`config.mk`:
```
export PLATFORM = sky130hd
export DESIGN_NAME = bp_tlb_event_recorder_flat
export DESIGN_NICKNAME = d
export VERILOG_FILES = /design/src/rtl/bp_tlb_event_recorder_if.sv /design/src/rtl/bp_tlb_event_recorder.sv /design/src/flat_wrapper.sv
export SDC_FILE = /design/constraint.sdc
export NUM_CORES = 1
export LEC_CHECK = 0
export ABC_CLOCK_PERIOD_IN_PS = 5210
export BUFFER_PORTS_ARGS = -buffer_cell sky130_fd_sc_hd__buf_4
export CAP_MARGIN = 10
export CELL_PAD_IN_SITES_DETAIL_PLACEMENT = 1
export CELL_PAD_IN_SITES_GLOBAL_PLACEMENT = 1
export CORE_ASPECT_RATIO = 0.9
export CORE_UTILIZATION = 30
export CTS_CLUSTER_SIZE = 10
export DETAILED_ROUTE_END_ITERATION = 16
export PLACE_DENSITY = 0.57
export SYNTH_ARGS = -nofsm -noshare
export SYNTH_HDL_FRONTEND = slang
export SYNTH_SLANG_ARGS = --single-unit
```
`constraint.sdc`:
```
create_clock -name clk_i -period 5.21 [get_ports clk_i]
set_input_delay 1.3025 -clock clk_i [delete_from_list [all_inputs] [get_ports clk_i]]
set_output_delay 1.3025 -clock clk_i [all_outputs]
set_load 0.005 [all_outputs]
```
`src/rtl/bp_tlb_event_recorder_if.sv`:
```
// rtl/bp_tlb_event_recorder_if.sv - TLB event record stream between the recorder and its consumer
interface bp_tlb_event_recorder_if #(
    parameter int vtag_width_p = 27,
    parameter int ptag_width_p = 28
);
    logic                    event_v;
    logic                    event_tlb;
    logic [1:0]              event_type;
    logic [vtag_width_p-1:0] event_vtag;
    logic [ptag_width_p-1:0] event_ptag;
    logic [2:0]              event_perm;
    logic                    event_yumi;

    modport master (
        output event_v, event_tlb, event_type, event_vtag, event_ptag, event_perm,
        input  event_yumi
    );

    modport slave (
        input  event_v, event_tlb, event_type, event_vtag, event_ptag, event_perm,
        output event_yumi
    );
endinterface

```
`src/rtl/bp_tlb_event_recorder.sv`:
```
// rtl/bp_tlb_event_recorder.sv - packs ITLB/DTLB clear/fill strobes into a FIFO of event records with read/drop accounting
module bp_tlb_event_recorder #(
    parameter int vtag_width_p = 27,
    parameter int ptag_width_p = 28,
    parameter int fifo_els_p   = 8
) (
    input  logic                    clk_i,
    input  logic                    reset_n_i,
    input  logic                    freeze_i,

    input  logic                    itlb_clear_i,
    input  logic                    itlb_fill_v_i,
    input  logic [vtag_width_p-1:0] itlb_vtag_i,
    input  logic [ptag_width_p-1:0] itlb_ptag_i,
    input  logic [2:0]              itlb_perm_i,
    input  logic                    itlb_cam_r_v_i,

    input  logic                    dtlb_clear_i,
    input  logic                    dtlb_fill_v_i,
    input  logic [vtag_width_p-1:0] dtlb_vtag_i,
    input  logic [ptag_width_p-1:0] dtlb_ptag_i,
    input  logic [2:0]              dtlb_perm_i,
    input  logic                    dtlb_cam_r_v_i,

    bp_tlb_event_recorder_if.master evt,

    output logic [31:0]             itlb_reads_o,
    output logic [31:0]             dtlb_reads_o,
    output logic [15:0]             dropped_o,
    output logic                    overflow_o
);
    localparam int lg_lp    = $clog2(fifo_els_p);
    localparam int rec_w_lp = 1 + 2 + vtag_width_p + ptag_width_p + 3;
    localparam logic [lg_lp:0] depth_lp = (lg_lp+1)'(fifo_els_p);

    logic [rec_w_lp-1:0] mem [fifo_els_p];
    logic [lg_lp-1:0]    rd_ptr_r, wr_ptr_r;
    logic [lg_lp:0]      count_r;
    logic [31:0]         itlb_reads_r, dtlb_reads_r;
    logic [15:0]         dropped_r;
    logic                overflow_r;

    logic                i_v, d_v, deq;
    logic [rec_w_lp-1:0] i_rec, d_rec, first_rec, head_rec;
    logic [lg_lp:0]      free_slots;
    logic [1:0]          req_cnt, enq_cnt, drop_cnt;
    logic [16:0]         drop_sum;
    logic [15:0]         dropped_next;

    // Clear-only records carry zeroed fill fields; type is simply {fill, clear}.
    always_comb begin
        i_rec = {1'b0, itlb_fill_v_i, itlb_clear_i,
                 itlb_fill_v_i ? itlb_vtag_i : '0,
                 itlb_fill_v_i ? itlb_ptag_i : '0,
                 itlb_fill_v_i ? itlb_perm_i : 3'b000};
        d_rec = {1'b1, dtlb_fill_v_i, dtlb_clear_i,
                 dtlb_fill_v_i ? dtlb_vtag_i : '0,
                 dtlb_fill_v_i ? dtlb_ptag_i : '0,
                 dtlb_fill_v_i ? dtlb_perm_i : 3'b000};
    end

    // Slot availability is judged before this cycle's dequeue, so a full FIFO drops even when yumi is high.
    always_comb begin
        i_v        = !freeze_i && (itlb_clear_i || itlb_fill_v_i);
        d_v        = !freeze_i && (dtlb_clear_i || dtlb_fill_v_i);
        first_rec  = i_v ? i_rec : d_rec;
        req_cnt    = {1'b0, i_v} + {1'b0, d_v};
        free_slots = depth_lp - count_r;
        enq_cnt    = (free_slots >= (lg_lp+1)'(req_cnt)) ? req_cnt : free_slots[1:0];
        drop_cnt   = req_cnt - enq_cnt;
        deq        = evt.event_yumi && (count_r != '0);
        drop_sum   = {1'b0, dropped_r} + 17'(drop_cnt);
        dropped_next = drop_sum[16] ? 16'hFFFF : drop_sum[15:0];
    end

    always_ff @(posedge clk_i) begin
        if (enq_cnt != 2'd0) mem[wr_ptr_r] <= first_rec;
        if (enq_cnt == 2'd2) mem[wr_ptr_r + lg_lp'(1)] <= d_rec;
    end

    always_ff @(posedge clk_i) begin
        if (!reset_n_i) begin
            rd_ptr_r     <= '0;
            wr_ptr_r     <= '0;
            count_r      <= '0;
            itlb_reads_r <= '0;
            dtlb_reads_r <= '0;
            dropped_r    <= '0;
            overflow_r   <= 1'b0;
        end else begin
            wr_ptr_r  <= wr_ptr_r + lg_lp'(enq_cnt);
            rd_ptr_r  <= rd_ptr_r + lg_lp'(deq);
            count_r   <= count_r + (lg_lp+1)'(enq_cnt) - (lg_lp+1)'(deq);
            dropped_r <= dropped_next;
            if (drop_cnt != 2'd0) overflow_r <= 1'b1;
            if (!freeze_i && itlb_cam_r_v_i && (itlb_reads_r != 32'hFFFF_FFFF))
                itlb_reads_r <= itlb_reads_r + 32'd1;
            if (!freeze_i && dtlb_cam_r_v_i && (dtlb_reads_r != 32'hFFFF_FFFF))
                dtlb_reads_r <= dtlb_reads_r + 32'd1;
        end
    end

    always_comb begin
        head_rec = (count_r != '0) ? mem[rd_ptr_r] : '0;
    end

    assign evt.event_v = (count_r != '0);
    assign {evt.event_tlb, evt.event_type, evt.event_vtag, evt.event_ptag, evt.event_perm} = head_rec;

    assign itlb_reads_o = itlb_reads_r;
    assign dtlb_reads_o = dtlb_reads_r;
    assign dropped_o    = dropped_r;
    assign overflow_o   = overflow_r;
endmodule
```
`src/flat_wrapper.sv`:
```
// flat-port wrapper written by rule: the top's interface ports become plain ports
module bp_tlb_event_recorder_flat 
#(
    parameter int vtag_width_p = 27,
    parameter int ptag_width_p = 28,
    parameter int fifo_els_p   = 8
)
  (clk_i, reset_n_i, freeze_i, itlb_clear_i, itlb_fill_v_i, itlb_vtag_i, itlb_ptag_i, itlb_perm_i, itlb_cam_r_v_i, dtlb_clear_i, dtlb_fill_v_i, dtlb_vtag_i, dtlb_ptag_i, dtlb_perm_i, dtlb_cam_r_v_i, itlb_reads_o, dtlb_reads_o, dropped_o, overflow_o, evt_event_v, evt_event_tlb, evt_event_type, evt_event_vtag, evt_event_ptag, evt_event_perm, evt_event_yumi);
  bp_tlb_event_recorder_if #(.vtag_width_p(vtag_width_p), .ptag_width_p(ptag_width_p)) evt_i ();
  input  logic clk_i;
  input  logic reset_n_i;
  input  logic freeze_i;
  input  logic itlb_clear_i;
  input  logic itlb_fill_v_i;
  input  logic [vtag_width_p-1:0] itlb_vtag_i;
  input  logic [ptag_width_p-1:0] itlb_ptag_i;
  input  logic [2:0] itlb_perm_i;
  input  logic itlb_cam_r_v_i;
  input  logic dtlb_clear_i;
  input  logic dtlb_fill_v_i;
  input  logic [vtag_width_p-1:0] dtlb_vtag_i;
  input  logic [ptag_width_p-1:0] dtlb_ptag_i;
  input  logic [2:0] dtlb_perm_i;
  input  logic dtlb_cam_r_v_i;
  output logic [31:0] itlb_reads_o;
  output logic [31:0] dtlb_reads_o;
  output logic [15:0] dropped_o;
  output logic overflow_o;
  output wire logic [$bits(evt_i.event_v)-1:0] evt_event_v;
  output wire logic [$bits(evt_i.event_tlb)-1:0] evt_event_tlb;
  output wire logic [$bits(evt_i.event_type)-1:0] evt_event_type;
  output wire logic [$bits(evt_i.event_vtag)-1:0] evt_event_vtag;
  output wire logic [$bits(evt_i.event_ptag)-1:0] evt_event_ptag;
  output wire logic [$bits(evt_i.event_perm)-1:0] evt_event_perm;
  input wire logic [$bits(evt_i.event_yumi)-1:0] evt_event_yumi;
  assign evt_event_v = evt_i.event_v;
  assign evt_event_tlb = evt_i.event_tlb;
  assign evt_event_type = evt_i.event_type;
  assign evt_event_vtag = evt_i.event_vtag;
  assign evt_event_ptag = evt_i.event_ptag;
  assign evt_event_perm = evt_i.event_perm;
  assign evt_i.event_yumi = evt_event_yumi;
  bp_tlb_event_recorder #(.vtag_width_p(vtag_width_p), .ptag_width_p(ptag_width_p), .fifo_els_p(fifo_els_p)) u_core (.clk_i(clk_i), .reset_n_i(reset_n_i), .freeze_i(freeze_i), .itlb_clear_i(itlb_clear_i), .itlb_fill_v_i(itlb_fill_v_i), .itlb_vtag_i(itlb_vtag_i), .itlb_ptag_i(itlb_ptag_i), .itlb_perm_i(itlb_perm_i), .itlb_cam_r_v_i(itlb_cam_r_v_i), .dtlb_clear_i(dtlb_clear_i), .dtlb_fill_v_i(dtlb_fill_v_i), .dtlb_vtag_i(dtlb_vtag_i), .dtlb_ptag_i(dtlb_ptag_i), .dtlb_perm_i(dtlb_perm_i), .dtlb_cam_r_v_i(dtlb_cam_r_v_i), .evt(evt_i), .itlb_reads_o(itlb_reads_o), .dtlb_reads_o(dtlb_reads_o), .dropped_o(dropped_o), .overflow_o(overflow_o));
endmodule
```
======== Word level (Yosys, flattened, before mapping) ========
Memory sizes are Yosys's and may differ from the RTL's. A register that Yosys moved wholly into a read port is not among the register bits.
Index checks and enable logic that the tools add are counted.
operators by class
  reduce and logical (&&, ||, !) cells .... 13
  $lt $le $gt $ge ......................... 1
  equality and inequality tests ........... 3
  $add $sub $neg .......................... 11
  muxes and demuxes ....................... 15
operators by type and width
  cell                                            count
  two-way mux 61 bit                              2
  adder 32 x 1 -> 32 bit (second input constant)  2
  inequality test 32 bit (second input constant)  2
  two-way mux 28 bit                              2
  two-way mux 27 bit                              2
  adder 16 x 2 -> 17 bit                          1
  two-way mux 16 bit                              1
  two-way mux 3 bit                               3
  logical AND 1 bit                               7
  adder 4 x 2 -> 4 bit                            1
  >= comparator 4 x 2 -> 1 bit                    1
  two-way mux 1 bit                               4
  nonzero test 2 bit                              2
  nonzero test 4 bit                              1
  subtractor 4 x 1 -> 4 bit                       1
  subtractor 4 bit (first input constant)         1
  adder 3 x 1 -> 3 bit                            1
  adder 3 x 1 -> 3 bit (second input constant)    1
  adder 3 x 2 -> 3 bit                            1
  adder 1 x 1 -> 2 bit                            1
  equality test 2 bit (second input constant)     1
  logical OR 1 bit                                2
  two-way mux 2 bit                               1
  subtractor 2 bit                                1
  logical NOT 1 bit                               1
storage, ports and cells
  memory bits (writable) .................. 488
  logic and storage cells ................. 51
  memories kept ........................... 1
  bits of input ports ..................... 126
  flip-flop bits (word level) ............. 91
  output and inout bits ................... 143
memory list
  memory      depth  width  rd ports  clocked after Yosys merged registers in  write ports  RTL line                     source
  u_core.mem  8      61     1         1                                        2            bp_tlb_event_recorder.sv:36  logic [rec_w_lp-1:0] mem [fifo_els_p];

======== Longest topological paths before layout ========
Gate-level depths: netlist of run 1.
  depth in word-level cells ............... 8
  mapped depth ............................ 18
  mapped depth without buffers ............ 18

======== Least setup slack after synthesis of run 1 ========
Ideal clock, no wire load.
  path kind ............................... input-to-reg
  start point ............................. in itlb_clear_i
  end point ............................... mem u_core.mem[3][0] (netlist name) (enable)
  setup time .............................. 419 ps
  path buffers ............................ 3
  setup slack ............................. -301 ps
  data arrival time ....................... 5092 ps
  required time ........................... 4791 ps
  stages .................................. 12
  path through ............................ o21bai_1 > inv_1 > ha_1 > ha_1 > nand2b_1 > a211oi_2 > a211o_1 > buf_2 > buf_2 > nand2_1 > buf_2 > nand2_1
RTL lines
  item         RTL line                     source
  from (decl)  flat_wrapper.sv:13           input logic itlb_clear_i;
  to (decl)    bp_tlb_event_recorder.sv:36

======== Worst setup path in the final report of run 1 ========
  start point ............................. in itlb_clear_i
  end point ............................... reg u_core.dropped_r[0] (netlist: u_core.dropped_o[0])
on the way
  longest elaborated chain between the ends .. 8
ends and longest elaborated chain
  item                          RTL line                     source
  logical OR 1 bit (*)          bp_tlb_event_recorder.sv:64  i_v = !freeze_i && (itlb_clear_i || itlb_fill_v_i);
  logical AND 1 bit (*)         bp_tlb_event_recorder.sv:64
  adder 1 x 1 -> 2 bit (*)      bp_tlb_event_recorder.sv:67  req_cnt = {1'b0, i_v} + {1'b0, d_v};
  >= comparator 4 x 2 -> 1 bit  bp_tlb_event_recorder.sv:69  enq_cnt = (free_slots >= (lg_lp+1)'(req_cnt)) ? req_cnt : free_slots[1:0];
  two-way mux 2 bit             bp_tlb_event_recorder.sv:69
  subtractor 2 bit (*)          bp_tlb_event_recorder.sv:70  drop_cnt = req_cnt - enq_cnt;
  adder 16 x 2 -> 17 bit (*)    bp_tlb_event_recorder.sv:72  drop_sum = {1'b0, dropped_r} + 17'(drop_cnt);
  two-way mux 16 bit (*)        bp_tlb_event_recorder.sv:73  dropped_next = drop_sum[16] ? 16'hFFFF : drop_sum[15:0];
  to (signal assigned)          bp_tlb_event_recorder.sv:94  dropped_r <= dropped_next;
  to (decl)                     bp_tlb_event_recorder.sv:40  logic [15:0] dropped_r;
Mark *: on every way between the ends. The rest lies on a longest branch, timed or not.
A chain may end at the register's enable or synchronous reset.

==> results of run 1 <==
==> flip-flops by register name, indices dropped and copies added, names as in the netlist <==
name and cells:
u_core.dtlb_reads_o 32, u_core.overflow_o 1, u_core.itlb_reads_o 32, u_core.mem 488
u_core.dropped_o 16, u_core.count_r 4, u_core.wr_ptr_r 3, u_core.rd_ptr_r 3
==> cell usage in the layout, fill, tap and decap left out, types with 9 or more instances in the layout <==
cell and count:
a21oi_1 51, a22oi_1 58, and2_1 10, and4_1 12, buf_12 38, buf_4 301
clkbuf_1 16, clkbuf_16 73, dfxtp_1 96, edfxtp_1 480, ha_1 19, inv_1 29
mux2i_1 69, mux4_2 122, nand2_1 279, nand2b_1 15, nand3_1 26, nand4_1 18
nor2_1 94, o211ai_1 14, o21ai_0 29, o22ai_1 473, or3_1 28, xnor2_1 28
xor2_1 9
==> cell families (layout without fill, tap and decap cells) <==
| kind of cell | count (synthesis) | in the layout | synth area share, % |
|---|---|---|---|
| adders and majority gates | 22 | 22 | 1.05 |
| and+or+nand+nor | 546 | 546 | 8.69 |
| muxes | 192 | 192 | 12.1 |
| DFF | 579 | 579 | 57.7 |
| AOI/OAI and AO/OA | 692 | 692 | 15.8 |
| other | 0 | 1 | 0 |
| buffers and inverters | 245 | 475 | 3.48 |
| xor gates and xnor gates | 37 | 37 | 1.14 |
==> per-layer routing <==
| layer | GRT usage, % | vias to the layer above | routed length (um) |
|---|---|---|---|
| met5 | 0 | - | 49 |
| met4 | 6.69 | 8 | 2820 |
| met2 | 36.5 | 926 | 51700 |
| li1 | - | 9682 | - |
| met1 | 28.2 | 11800 | 43800 |
| met3 | 4.12 | 206 | 7870 |
==> report_power, final <==
group	total [mW]	switching, mW	leakage (nW)	internal, mW
clock network	4.55	1.98	0.990	2.58
registers	6.37	0.324	5.30	6.05
logic	6.76	4.22	4.55	2.54
total	17.7	6.52	10.8	11.2
==> area by class of cell <==
type	count	area (um^2)
fill	9967	59100
multi-input combinational	1489	11100
clock buffer	91	1910
tap	1242	1550
timing repair buffer	339	3020
clock inverter	14	123
antenna	1	2.50
inverter	31	116
sequential	579	16400
==> worst max-delay path, cell delays in order <==
cell and delay [ns]:
buf_4 0.12, o21bai_2 0.18, inv_1 0.08, ha_1 0.31, ha_1 0.28, nand2b_1 0.19, a211oi_2 0.27, nand2_1 0.12
nand2_1 0.12, o21ai_0 0.12, ha_1 0.23, xnor2_1 0.32, fa_1 0.29, and4_1 0.23, nand3_1 0.13, or3_1 0.59
a21oi_1 0.22
==> worst max path at each step <==
stage	endpoint	slack (ns)	depth (start not counted)
floorplan	u_core.dropped_o[10]	0.14	17
detailed placement	u_core.dropped_o[3]	-0.02	17
finish	u_core.dropped_o[0]	0.64	17
global placement	u_core.dropped_o[13]	0.06	17
CTS	u_core.dropped_o[3]	0.64	17
global route	u_core.dropped_o[13]	0.36	17
==> through the flow <==
stage               instance area, um^2  utilization (%)  instances  setup slack [ns]
finish                            34300             36.7       3786             0.638
global route                      34300             36.7       3785             0.364
CTS                               34300             36.7       3785             0.644
detailed placement                32200             34.5       3680           -0.0175
global placement                  32200             34.5       3680            0.0635
floorplan                         28400                -       2313             0.137
==> flow_summary.ini, run 1 <==
[cts]
clkLatencyLatePin_ns = 0.63
tritoncts = yes
cts.path.max_buffers = 3
numCtsBuffers = 71
ctsResizeCount = 0
post_cts_buffers = 0
cts_root_buffer = clkbuf_16
numClockSinks = 579
cts-hold-fix-buffers = 0
htreeDepth = 3
path_clk_slew_ns = 0.06

[worst_hold_path]
hold_depth = 2
min_from = u_core.mem[0][60]
holdPathEnd = u_core.mem[0][60]
holdCritPathClass = reg2reg

[synthesis]
syn-cell-area_um2 = 28400
yosys.cell_count.top_type = edfxtp_1
yosys_register_bits = 579
synth_edf_count = 480
syn-num-nets = 2461
synthFlopType = edfxtp_1
synthCells = 2313
synth_top_area_share_pct = 50.8
seq_area_frac_synth_pct = 57.7
synth_commonest_cells = edfxtp_1 (480), o22ai_1 (473), nand2_1 (295), clkbuf_1 (140), mux4_2 (122)
synthTopCellsByArea = edfxtp_1 (51%), o22ai_1 (10%), mux4_2 (9.7%)
yosys_warnings = 0
syn_area_per_cell_um2 = 12.3
yosys.area.top_type = edfxtp_1
async_reset_ff_share_pct = 0
ys_types = 63

[detailed_routing]
drt-total-wl_mm = 106
drt_iter0_drc = 2288
drc = 0
drt-pass1-iter-count = 5
ant_nets = 0
drt-vias-per-instance = 5.97
wl_per_cell_um = 28.1
dr_total_vias = 22600

[sta]
max_freq_mhz = 219
skew_ns = 0.0192
maxSlewHeadroom_pct = 21.4
slew_viol_final = 0
tightestPinTransition_ns = 1.17
rsz0062_at_grt = no
fin_crit_ns = 4.57
finalHoldViolCount = 0
setup-tns-final_ns = 0
setup_viol = 0
hold_slack_ns = 0.484
finalCritPeriodShare_pct = 87.8

[die]
die_w_um = 326
row_count = 106
core-area_um2 = 93400
initial_core_util_pct = 30.4
io_pins = 269
die-area_um2 = 95900
dieHeight_um = 294

[global_route]
track_usage_pct = 21.7
grt_antenna_before_repair = 5
grt_pass1_vias = 23600
grt_max_degree = 98
grt_pass1_wl_mm = 156
grt-ovfl-total = 0

[setup_path]
rr_worst_depth = 14
startpoint_type = input pin
path_max_fanout = 13
worstReg2RegEnd = u_core.dropped_o[0]
end_kind = flip-flop
cp_data_required_time_ns = 5.75
crit_start = itlb_clear_i
path_class = in2reg
crit_arrival_ns = 5.12
r2r_slack_ns = 1.28
r2r-start = u_core.count_r[0]

[power]
leakagePower_nw = 10.8
finalPower_mw = 17.7
ir_drop_mv = 0.485
pwr_density_cell_nw_per_um2 = 516

[placement]
hpwl_mm = 60.5
place.gp.congestion = 0.773
io_buffer_count = 268

[layout]
syn2layout_area_growth_pct = 20.7
nets = 2659
layout-drive-gt1-share_pct = 23.0

[flow_run]
maxCapViolations = 0

[run_status]
status = finished clean
Note: power is estimated with default switching activity, not from simulation.
==> inputs of run 2 (changes only) <==
Settings changed: ABC_AREA set to 1, PLACE_DENSITY 0.57 to 0.6.
==> flow_summary.ini, run 2 <==
[run_status]
status = finished clean

[die]
initial_core_util_pct = 30.3
core-area_um2 = 104000
die_w_um = 344
die-area_um2 = 106000
io_pins = 269
dieHeight_um = 310
row_count = 112

[global_route]
grt_pass1_vias = 29700
grt_antenna_before_repair = 1
grt.busiest_layer = met2
grt-ovfl-total = 0
met1_usage_pct = 33.4
gr-usage-met2_pct = 39.0
grt_pass1_wl_mm = 193
track_usage_pct = 24.0
met3_usage_pct = 3.00
grt_max_degree = 167

[layout]
multi_input_area_um2 = 13500
fillers = 12100
registers.top_by_ff_count = u_core.mem
layout_commonest_cell = nor2_1
seq_area_um2 = 16400
final_core_utilization_pct = 35.8
most-common-layout-cells = nor2_1 (613), nand3_1 (590), edfxtp_1 (480), o21ai_0 (477), nand2_1 (398)
nets = 3939
syn2layout_area_growth_pct = 18.0
finalInstanceArea_um2 = 37200
largest_register_ffs = 488
layout-drive-gt1-share_pct = 14.1

[setup_path]
crit_buf_inv = 6
end_kind = flip-flop
r2r_slack_ns = 1.46
startpoint_type = input pin
crit_arrival_ns = 5.11
worstReg2RegEnd = u_core.dropped_o[11]
path_delay_family = simple AND/OR/NAND/NOR gates
cp_cell_sequence = buf_4 > o21ai_4 > inv_6 > ha_1 > ha_1 > inv_1 > a21boi_1 > nor2_4 > nand2_1 > nand2_2 > nand2_4 > inv_1 > ha_1 > inv_1 > ha_1 > fa_1 > nand2_1 > nor3_1 > nand3_1 > nor2_1 > nand2_1 > nand2_1 > o21ai_0 > inv_1
cp_data_required_time_ns = 5.79
rr_worst_depth = 21
path_max_fanout = 9
slowest_stage = o21ai_4
path_class = in2reg
r2r-start = u_core.count_r[0]
max_stage_delay_ns = 0.35

[placement]
hpwl_mm = 72.2
placed_cell_area_um2 = 35000
pre_cts_ws_ns = 0.0175
io_buffer_count = 268
place.gp.congestion = 0.797

[synthesis]
syn_area_per_cell_um2 = 8.59
syn-num-nets = 3821
synthTopCellsByArea = edfxtp_1 (46%), nand3_1 (9.4%), o21ai_0 (7.6%)
synth_edf_count = 480
synth.area.mux_share_pct = 0
seq_area_frac_synth_pct = 52.0
synth_compound_area_share_pct = 17.1
synth_top_area_share_pct = 45.7
synthFlopType = edfxtp_1
async_reset_ff_share_pct = 0
synthCells = 3673
yosys.area_share.simple_pct = 23.3
synth_top_family_by_area = simple AND/OR/NAND/NOR gates
yosys.area.top_type = edfxtp_1
yosys.cell_count.top_type = nor2_1
synth_commonest_cells = nor2_1 (621), nand3_1 (590), edfxtp_1 (480), o21ai_0 (477), nand2_1 (407)
synth_fa_ha_area_share_pct = 0.944
synth_xor_area_share_pct = 1.03
ys_types = 43
syn-cell-area_um2 = 31500
yosys_warnings = 0
yosys_register_bits = 579

[sta]
fin_crit_ns = 4.54
tightestPinTransition_ns = 1.16
setup_viol = 0
finalHoldViolCount = 0
fin_ws_ns = 0.675
maxSlewHeadroom_pct = 22.8
skew_ns = 0.0279
finalCritPeriodShare_pct = 87.0
setup-tns-final_ns = 0
hold_slack_ns = 0.465
rsz0062_at_grt = no
slew_viol_final = 0
max_freq_mhz = 221

[worst_hold_path]
holdCritPathClass = reg2reg
min_from = u_core.mem[5][60]
hold_depth = 2
holdPathEnd = u_core.mem[5][60]

[cts]
cts_root_buffer = clkbuf_16
htreeDepth = 3
cts-hold-fix-buffers = 0
numClockSinks = 579
post_cts_buffers = 0
tritoncts = yes
clkLatencyLatePin_ns = 0.65
path_clk_slew_ns = 0.06
numCtsBuffers = 74
ctsResizeCount = 0
cts.path.max_buffers = 3

[detailed_routing]
drt-pass1-iter-count = 7
drt-total-wl_mm = 129
dr_total_vias = 29200
ant_nets = 0
drt-vias-per-instance = 5.61
drc = 0
drt_iter0_drc = 2508
wl_per_cell_um = 24.7

[power]
ir_drop_mv = 0.488
power_frac_seq_pct = 34.3
pwr-share-clk_pct = 25.3
p_sw_mw = 8.01
swShare_pct = 41.4
power.internal_mw = 11.3
leakagePower_nw = 12.4
pwr_density_cell_nw_per_um2 = 520
combPwrFrac_pct = 40.4

[flow_run]
maxCapViolations = 0
run 2: changes by cell type in the layout (fill, tap and decap cells not counted), moves of 119 or more:
| cell | before | now |
|---|---|---|
| o21ai_0 | 29 | 477 |
| nand2_1 | 279 | 398 |
| nor2_1 | 94 | 613 |
| o22ai_1 | 473 | 0 |
| o21ai_1 | 1 | 205 |
| mux4_2 | 122 | 0 |
| nand3_1 | 26 | 590 |
run 2: worst register-to-register path, stage by stage (launching register included):
cell      delay (ns)
dfxtp_1         0.30
inv_1           0.10
ha_1            0.36
ha_1            0.30
a21boi_1        0.28
nor2_4          0.09
nand2_1         0.11
nand2_2         0.07
nand2_4         0.06
inv_1           0.05
ha_1            0.28
inv_1           0.07
ha_1            0.18
fa_1            0.23
nand2_1         0.08
nor3_1          0.29
nand3_1         0.18
nor2_1          0.23
nand2_1         0.19
nand2_1         0.10
o21ai_0         0.07
inv_1           0.07
run 2: logic make-up (layout without fill, tap and decap cells):
group | Yosys count | in the layout
buf+inv | 405 | 568
xor+xnor | 37 | 37
fa+ha+maj | 22 | 22
compound gates | 935 | 935
other cells | 0 | 1
simple gates | 1695 | 1695
flops | 579 | 579
run 2: power by group through the flow:
stage / Combinational [mW] / Clock [mW] / Sequential [mW]
after global routing: 8.44 / 5.16 / 6.73
final: 7.81 / 4.90 / 6.64
after global placement: 7.72 / 0 / 6.70
after detailed placement: 7.80 / 0 / 6.72
after CTS: 7.83 / 5.01 / 6.63
after floorplan: 4.60 / 0 / 6.60
run 2: metal layers:
layer / vias to the layer above / part of all wire [%] / routed length [um]
li1: 13400 / - / -
met1: 14700 / 46 / 59100
met2: 901 / 46 / 59200
met3: 217 / 5.6 / 7220
met4: 0 / 2.5 / 3240
met5: - / 0 / 0
run 2: how the worst max path moves through the flow:
| stage | from | end | slack [ns] | depth (start not counted) |
|---|---|---|---|---|
| global placement | itlb_clear_i | u_core.dropped_o[11] | 0.15 | 24 |
| floorplan | itlb_fill_v_i | u_core.dropped_o[11] | 0.02 | 25 |
| finish | itlb_clear_i | u_core.dropped_o[11] | 0.67 | 24 |
| global route | itlb_clear_i | u_core.dropped_o[11] | 0.25 | 24 |
| CTS | itlb_clear_i | u_core.dropped_o[11] | 0.68 | 24 |
| detailed placement | itlb_clear_i | u_core.dropped_o[11] | 0.02 | 24 |
run 2: per-stage QoR:
step	total power, mW	cells
floorplan	11.2	3673
global placement	14.4	5083
detailed placement	14.5	5083
CTS	19.5	5204
global route	20.3	5204
finish	19.3	5205
run 2: final cells by class:
class                   instances  share of cell area, %
multi-input cells            2689                   36.4
well taps                    1368                   4.60
clock buffers                 101                   5.44
diodes                          1                0.00672
clock inverters                20                  0.575
repair buffers                341                   7.82
flip-flops and latches        579                   44.1
inverters                     106                   1.12
